$ cat src/rtl/flit_receiver.sv
// flit_receiver: round-robin, packet-locked arbiter over the input channels
// feeding a show-ahead flit FIFO for the PGNoC switch transceiver.
module flit_receiver #(
    parameter  int DATA_SIZE  = 32,
    parameter  int ADDR_SIZE  = 4,
    parameter  int PORTS_NUM  = 4,
    parameter  int FIFO_DEPTH = 8,
    localparam int BUS_SIZE   = DATA_SIZE + ADDR_SIZE + 1,
    localparam int NCH        = PORTS_NUM + 1,
    localparam int FW         = $clog2(FIFO_DEPTH) + 1
) (
    input  logic                    clk,
    input  logic                    rst_n,
    input  logic [NCH-1:0]          wr_ready_in,
    input  logic [BUS_SIZE*NCH-1:0] data_i,
    input  logic                    mem_readed,
    output logic [NCH-1:0]          r_ready_out,
    output logic                    mem_empty,
    output logic [BUS_SIZE-1:0]     data_o,
    output logic [FW-1:0]           fill_level
);
    localparam int AW = FW - 1;
    localparam int CW = (NCH > 1) ? $clog2(NCH) : 1;

    typedef enum logic {
        ST_IDLE,
        ST_LOCKED
    } state_t;

    state_t              r_state;
    state_t              w_state_nxt;
    logic [CW-1:0]       r_lock_ch;
    logic [CW-1:0]       w_lock_nxt;
    logic [CW-1:0]       r_rr_ptr;
    logic [CW-1:0]       w_rr_nxt;

    logic [NCH-1:0]      r_ready;
    logic [BUS_SIZE-1:0] r_mem [FIFO_DEPTH];
    logic [AW-1:0]       r_wptr;
    logic [AW-1:0]       r_rptr;
    logic [FW-1:0]       r_fill;
    logic                r_empty;
    logic [BUS_SIZE-1:0] r_head;

    logic [BUS_SIZE-1:0] w_ch_flit [NCH];
    logic                w_full;
    logic [NCH-1:0]      w_elig;
    logic                w_gnt_vld;
    logic [CW-1:0]       w_gnt_ch;
    logic [CW:0]         w_sum;
    logic [CW-1:0]       w_idx;
    logic [BUS_SIZE-1:0] w_flit;
    logic                w_tail;
    logic [CW-1:0]       w_ch_inc;
    logic                w_push;
    logic                w_pop;
    logic [FW-1:0]       w_fill_nxt;
    logic [AW-1:0]       w_rd_nxt;
    logic [BUS_SIZE-1:0] w_head_nxt;

    always_comb begin
        for (int k = 0; k < NCH; k++) begin
            w_ch_flit[k] = data_i[k*BUS_SIZE +: BUS_SIZE];
        end
    end

    // A channel whose accept pulse is still high is mid-handshake.
    assign w_full = (r_fill == FW'(FIFO_DEPTH));
    assign w_elig = wr_ready_in & ~r_ready & {NCH{~w_full}};

    always_comb begin
        w_gnt_vld = 1'b0;
        w_gnt_ch  = '0;
        w_sum     = '0;
        w_idx     = '0;
        unique case (r_state)
            ST_IDLE: begin
                for (int k = 0; k < NCH; k++) begin
                    w_sum = {1'b0, r_rr_ptr} + (CW+1)'(k);
                    if (w_sum >= (CW+1)'(NCH)) begin
                        w_sum = w_sum - (CW+1)'(NCH);
                    end
                    w_idx = w_sum[CW-1:0];
                    if (!w_gnt_vld && w_elig[w_idx]) begin
                        w_gnt_vld = 1'b1;
                        w_gnt_ch  = w_idx;
                    end
                end
            end
            ST_LOCKED: begin
                w_gnt_vld = w_elig[r_lock_ch];
                w_gnt_ch  = r_lock_ch;
            end
        endcase
    end

    assign w_flit   = w_ch_flit[w_gnt_ch];
    assign w_tail   = w_flit[ADDR_SIZE];
    assign w_ch_inc = (w_gnt_ch == CW'(NCH - 1)) ? '0 : w_gnt_ch + 1'b1;

    always_comb begin
        w_state_nxt = r_state;
        w_lock_nxt  = r_lock_ch;
        w_rr_nxt    = r_rr_ptr;
        if (w_gnt_vld) begin
            if (w_tail) begin
                w_state_nxt = ST_IDLE;
                w_rr_nxt    = w_ch_inc;
            end else begin
                w_state_nxt = ST_LOCKED;
                w_lock_nxt  = w_gnt_ch;
            end
        end
    end

    always_ff @(posedge clk) begin
        if (!rst_n) begin
            r_state   <= ST_IDLE;
            r_lock_ch <= '0;
            r_rr_ptr  <= '0;
        end else begin
            r_state   <= w_state_nxt;
            r_lock_ch <= w_lock_nxt;
            r_rr_ptr  <= w_rr_nxt;
        end
    end

    assign w_push     = w_gnt_vld;
    assign w_pop      = mem_readed & ~r_empty;
    assign w_fill_nxt = r_fill + FW'(w_push) - FW'(w_pop);
    assign w_rd_nxt   = w_pop ? r_rptr + 1'b1 : r_rptr;

    // The new head may be the flit being written this very cycle.
    always_comb begin
        w_head_nxt = r_mem[w_rd_nxt];
        if (w_fill_nxt == '0) begin
            w_head_nxt = '0;
        end else if (w_push && (w_rd_nxt == r_wptr)) begin
            w_head_nxt = w_flit;
        end
    end

    always_ff @(posedge clk) begin
        if (w_push) begin
            r_mem[r_wptr] <= w_flit;
        end
    end

    always_ff @(posedge clk) begin
        if (!rst_n) begin
            r_ready <= '0;
            r_wptr  <= '0;
            r_rptr  <= '0;
            r_fill  <= '0;
            r_empty <= 1'b1;
            r_head  <= '0;
        end else begin
            r_ready <= w_push ? (NCH'(1) << w_gnt_ch) : '0;
            r_wptr  <= w_push ? r_wptr + 1'b1 : r_wptr;
            r_rptr  <= w_rd_nxt;
            r_fill  <= w_fill_nxt;
            r_empty <= (w_fill_nxt == '0);
            r_head  <= w_head_nxt;
        end
    end

    assign r_ready_out = r_ready;
    assign mem_empty   = r_empty;
    assign data_o      = r_head;
    assign fill_level  = r_fill;

endmodule
$ cat config.mk
export PLATFORM = sky130hd
export DESIGN_NAME = flit_receiver
export DESIGN_NICKNAME = d
export VERILOG_FILES = /design/src/rtl/flit_receiver.sv
export SDC_FILE = /design/constraint.sdc
export NUM_CORES = 1
export LEC_CHECK = 0
export CAP_MARGIN = 20
export CORE_MARGIN = 5
export CORE_UTILIZATION = 50
export CTS_CLUSTER_SIZE = 20
export DETAILED_ROUTE_END_ITERATION = 6
export GPL_TIMING_DRIVEN = 1
export PLACE_DENSITY = 0.83
export SKIP_CTS_REPAIR_TIMING = 1
export SKIP_LAST_GASP = 1
export SLEW_MARGIN = 20
export SYNTH_ARGS = -nofsm -noshare
export SYNTH_HDL_FRONTEND = slang
export SYNTH_SLANG_ARGS = --single-unit
$ cat constraint.sdc
create_clock -name clk -period 7.9 [get_ports clk]
set_input_delay 0.79 -clock clk [delete_from_list [all_inputs] [get_ports clk]]
set_output_delay 0.79 -clock clk [all_outputs]
set_load 0.03 [all_outputs]
==> impl_metrics.ini, run 1 <==
[sta]
skew_ns = 0.0199
finalHoldViolations = 0
final.min_clock_period_ns = 6.29
setup_violations = 0
rsz0062_at_grt = false
finalMaxSlewViolations = 0
relSlewSlack_pct = 36.4
setup_slack_ns = 1.61
setup_tns_ns = 0
max_freq_mhz = 159
fin_crit_sh_pct = 79.6
tightest_slew_ns = 0.953

[synth]
synth_top_flop_cell = edfxtp_1
synth_cell_type_count = 75
yosysSeqAreaShare_pct = 61.2
synth_warnings = 0
synth_fp_nets = 1324
synthCells = 1112
avgSynthCellArea_sq_um = 14.8
yosys.area.top_type = edfxtp_1
netlist_area_sq_um = 16500
synth_area_leaders = edfxtp_1 54%, mux4_2 10%, dfxtp_1 7.3%
synth-edff-count = 296
ys_ff_latch = 356
yosysTopAreaCellShare_pct = 53.9
async_flop_share_pct = 0

[floorplanning]
die_h_microns = 192
io_pins = 240
die_x_microns = 192
rows = 66
die_area_sq_um = 36700
core_sq_um = 32500
start_util_pct = 50.7

[layout]
multiInputGateArea_sq_um = 5940
final_common_cell = edfxtp_1
fill_cells = 2323
antenna_cells = 0
fin_cells = 1806
area_growth_pct = 24.7
drive_gt1_share_pct = 18.2
layout_common_cells = 296 x edfxtp_1, 239 x clkdlybuf4s50_1, 78 x a211oi_1
layout.nets = 1550
seqCellArea_sq_um = 10100

[critical_path]
cp.arrival_ns = 6.64
timing_worst_setup_path_type = reg2reg
critPathTopFamily = buffers and inverters
crit_path_cell_trace = inv_1 -> ha_1 -> inv_1 -> mux2i_1 -> mux2i_1 -> a2bb2oi_2 -> and4_1 -> nand2_1 -> o31a_1 -> inv_1 -> ha_1 -> inv_1 -> ha_1 -> inv_1 -> fa_1 -> xor2_1 -> nor2_1 -> nor4_2 -> buf_4 -> a211oi_1
path_buf_inv = 6
cp_slowest_cell = dfxtp_1
end_kind = register
crit_fanout = 38
crit_top_cell = inv_1
cp-start-kind = register
cp.required_ns = 8.25
crit_path_max_incr_delay_ns = 0.73

[place]
buffer_ports.inserted = 239
globalplace.congestion = 0.874
dp_hpwl_mm = 27.3
place_inst = 1741
dp_slack_ns = 1.80

[clocking]
clock_latency_ns = 0.52
cts_tree = yes
h-tree-depth = 2
cts_root_buffer = clkbuf_16
clk_pin_slew_ns = 0.07
numCtsBuffers = 36
cts.sinks = 356
clk_path_buf_depth = 3

[grt]
grt_pass1_wl_mm = 67.6
grt_util_all_layers_pct = 24.3
overflow = 0
antenna_found_initial = 1
grt_pass1_vias = 11474
grt_max_degree = 77

[detailed_routing]
first_pass_iters = 5
post-route-drc-count = 0
viasPerCell = 6.15
postRouteAntennaNets = 0
drt-total-wl_mm = 44.9
drt_iter0_drc = 1191
vias = 11104
routedWlPerCell_microns = 24.9

[run]
maxCapViolations = 0

[status]
status = finished clean

[hold_path]
hp-class = reg2reg
[final timing paths]
| kind | from | to | slack, ns | cells past startpoint |
|---|---|---|---|---|
| setup / recovery | r_rr_ptr[0]$_SDFFE_PN0P_ | data_o[28]$_SDFF_PP0_ | 1.61 | 20 |
| hold reg to reg | r_lock_ch[2]$_SDFFE_PN0P_ | r_lock_ch[2]$_SDFFE_PN0P_ | 0.50 | 2 |
| hold / removal | r_lock_ch[2]$_SDFFE_PN0P_ | r_lock_ch[2]$_SDFFE_PN0P_ | 0.50 | 2 |
| setup reg to reg | r_rr_ptr[0]$_SDFFE_PN0P_ | data_o[28]$_SDFF_PP0_ | 1.61 | 20 |
[routing by layer]
layer  share of wire, %  wire length, microns  global-route usage (%)
met1                 39                 17500                    32.0
met2                 50                 22500                    41.8
met5                  0                     0                       0
met3                8.6                  3860                    4.64
met4                2.2                   991                    6.69
[Yosys cell counts (all sizes together) (6+ instances only)]
master  count
mux2       36
edfxtp    296
inv        54
or3         6
a211oi     78
dfxtp      60
nor3       14
nand2b      8
nor2b      47
a221oi     37
nand2      26
a21oi      50
and2        7
buf        27
mux4       76
nand3      40
ha         17
nor2       32
o21ai      49
mux2i      12
xnor2      10
clkbuf     52
[cell type report]
class / count / share of cell area, %
Multi-Input combinational cell: 623 / 28.9
Clock buffer: 46 / 4.72
Clock inverter: 18 / 0.858
Inverter: 54 / 1.01
Tap cell: 442 / 2.69
Timing Repair Buffer: 267 / 12.8
Sequential cell: 356 / 49.1
[sequential cells by signal (all words and copies together) (netlist names)]
signal       cells
r_mem          296
data_o          37
r_ready_out      5
fill_level       4
r_lock_ch        3
r_rptr           3
r_rr_ptr         3
r_wptr           3
mem_empty        1
r_state          1
[kinds of logic after synthesis]
logic type,synth area share (%)
adders and majority gates,1.53
muxes,14.0
buffers and inverters,3.49
DFF,61.2
AOI/OAI and AO/OA,11.9
and+or+nand+nor,7.10
xor gates and xnor gates,0.691
[worst min-delay path, cell delays in order (launching register included)]
cell	delay [ns]
dfxtp_1	0.33
nand2_1	0.07
mux2i_1	0.06
[per-stage QoR]
stage	cell area, sq um	hold WS [ns]	util, %
final	20600	0.503	63.2
after global routing	20600	0.555	63.2
after CTS	20500	0.503	63.1
after detailed placement	19400	0.493	59.6
after global placement	19400	0.483	59.6
after floorplan	16500	0.458	-
Power of run 1 is not shown: default switching activity piles up to over one toggle a cycle in this logic, so the estimate is an artifact.
==> run 2: changes to the inputs <==
--- a/config.mk
+++ b/config.mk
@@ -11,7 +11,7 @@
 export CTS_CLUSTER_SIZE = 20
 export DETAILED_ROUTE_END_ITERATION = 6
 export GPL_TIMING_DRIVEN = 1
-export PLACE_DENSITY = 0.83
+export PLACE_DENSITY = 0.86
 export SKIP_CTS_REPAIR_TIMING = 1
 export SKIP_LAST_GASP = 1
 export SLEW_MARGIN = 20
==> constraint.sdc (replaced) <==
create_clock -name clk -period 5.3 [get_ports clk]
set_input_delay 0.53 -clock clk [delete_from_list [all_inputs] [get_ports clk]]
set_output_delay 0.53 -clock clk [all_outputs]
set_load 0.03 [all_outputs]
==> run 2 against run 1 <==
First-iteration DRC count shrank 8.4%. Non-clock buffer count grew 21. Sequential share of layout area shrank 0.83 points. Hold slack gained 0.021 ns. Clock-buffer cell count grew 8. Clock skew grew 0.012 ns. Critical endpoint is now data_o[29]$_SDFF_PP0_.
==> impl_metrics.ini, run 2 (same netlist as run 1, synthesis figures left out) <==
[layout]
area_growth_pct = 26.9
postLayoutCoreUtil_pct = 64.3
drive_gt1_share_pct = 19.6
antenna_cells = 0
layout.nets = 1572
seqCellArea_sq_um = 10100
final_common_cell = edfxtp_1
fill_cells = 2239
layout_common_cells = 296 x edfxtp_1, 239 x clkdlybuf4s50_1, 78 x a211oi_1
largest_reg_flops = 296
largest_register = r_mem
multiInputGateArea_sq_um = 6010

[sta]
relSlewSlack_pct = 25.5
setup_violations = 0
tightest_slew_ns = 1.11
finalMaxSlewViolations = 0
fin_crit_sh_pct = 94.1
final.min_clock_period_ns = 4.99
whs_ns = 0.524
finalHoldViolations = 0
max_freq_mhz = 201
skew_ns = 0.0322

[detailed_routing]
drt_iter0_drc = 1091
first_pass_iters = 5
vias = 11341
routedWlPerCell_microns = 25.5
post-route-drc-count = 0
viasPerCell = 6.20
postRouteAntennaNets = 0
drt-total-wl_mm = 46.6

[clocking]
cts_root_buffer = clkbuf_16
clock_latency_ns = 0.55
numCtsBuffers = 37
h-tree-depth = 2
clk_path_buf_depth = 3
cts.sinks = 356
cts_tree = yes
clk_pin_slew_ns = 0.06

[floorplanning]
rows = 66
io_pins = 240
die_area_sq_um = 36700
core_sq_um = 32500
die_h_microns = 192
die_x_microns = 192
start_util_pct = 50.7

[place]
dp_hpwl_mm = 28.9
buffer_ports.inserted = 239
globalplace.congestion = 0.937

[critical_path]
crit_path_cell_trace = ha_1 -> inv_1 -> fa_1 -> a21oi_1 -> mux2i_2 -> a21boi_0 -> o32ai_2 -> nor2_1 -> nand2_1 -> o31a_1 -> inv_1 -> ha_1 -> inv_1 -> ha_1 -> inv_1 -> fa_1 -> xor2_1 -> nor2_1 -> nor4_4 -> buf_4 -> buf_4 -> a211oi_1
crit_top_cell = inv_1
crit_fanout = 12
cp_slowest_cell = dfxtp_2
cp.arrival_ns = 5.38
end_kind = register
r2r_slack_ns = 0.31
cp.required_ns = 5.70
crit_path_max_incr_delay_ns = 0.45
cp-start-kind = register
timing_worst_setup_path_type = reg2reg

[run]
maxCapViolations = 0

[grt]
grt_util_all_layers_pct = 25.1
overflow = 0
grt_pass1_vias = 11892
antenna_found_initial = 0
grt_max_degree = 76
grt_pass1_wl_mm = 70.2

[hold_path]
hp-class = reg2reg

[status]
status = finished clean
## run 2: cell count changes in the layout (fill, tap and decap cells not counted), sizes merged
cell	before	now
bufinv	3	2
clkbuf	46	55
clkinv	10	6
clkinvlp	3	1
buf	28	48
## run 2: stage by stage
step | setup WS [ns] | area, sq um | instances | setup TNS (ns)
global route | -0.0177 | 20900 | 1828 | -0.0177
global placement | 0.289 | 19700 | 1760 | 0
detailed placement | 0.0687 | 19700 | 1760 | 0
CTS | 0.0281 | 20900 | 1825 | 0
finish | 0.313 | 20900 | 1828 | 0
floorplan | -0.0107 | 16500 | 1112 | -0.397
## run 2: cell type report
type	instances	area share, %
flip-flops and latches	356	48.2
clock inverters	11	0.784
well taps	442	2.64
clock buffers	54	4.87
repair buffers	288	13.7
multi-input cells	623	28.7
inverters	54	0.993
## run 2: path summary, 6_finish.rpt
| check | start | end | cells after the start |
|---|---|---|---|
| worst max-delay path | r_rr_ptr[1]$_SDFFE_PN0P_ | data_o[29]$_SDFF_PP0_ | 22 |
| worst min-delay path | r_lock_ch[1]$_SDFFE_PN0P_ | r_lock_ch[1]$_SDFFE_PN0P_ | 2 |
| worst max register to register | r_rr_ptr[1]$_SDFFE_PN0P_ | data_o[29]$_SDFF_PP0_ | 22 |
| worst min register to register | r_lock_ch[1]$_SDFFE_PN0P_ | r_lock_ch[1]$_SDFFE_PN0P_ | 2 |
## run 2: worst max-delay path, delay by kind of cell (launching register included)
family	cells	cell delay, ns
AO/OA/AOI/OAI	5	1.10
buffers and inverters	6	0.69
multiplexers	1	0.39
flip-flops	1	0.45
AND/OR/NAND/NOR	4	0.74
adder cells (fa/ha/maj)	5	1.34
XOR/XNOR	1	0.14
## run 2: layer usage
metal	vias to the layer above	wire length, microns	share of wire [%]	global-route usage (%)
met3	104	3720	8.0	4.64
li1	4897	-	-	-
met5	-	0	0	0
met1	5679	17600	38	31.9
met2	661	24000	52	44.1
met4	0	1310	2.8	7.73
Power of run 2 is left out for the same reason.
==> run 3: changes to the inputs <==
--- a/config.mk
+++ b/config.mk
@@ -13,7 +13,6 @@
 export GPL_TIMING_DRIVEN = 1
 export PLACE_DENSITY = 0.86
 export SKIP_CTS_REPAIR_TIMING = 1
-export SKIP_LAST_GASP = 1
 export SLEW_MARGIN = 20
 export SYNTH_ARGS = -nofsm -noshare
 export SYNTH_HDL_FRONTEND = slang
==> results of run 3 <==
The final DEF is identical to that of run 2; final timing and power are the same.
Power of run 3 is left out for the same reason.
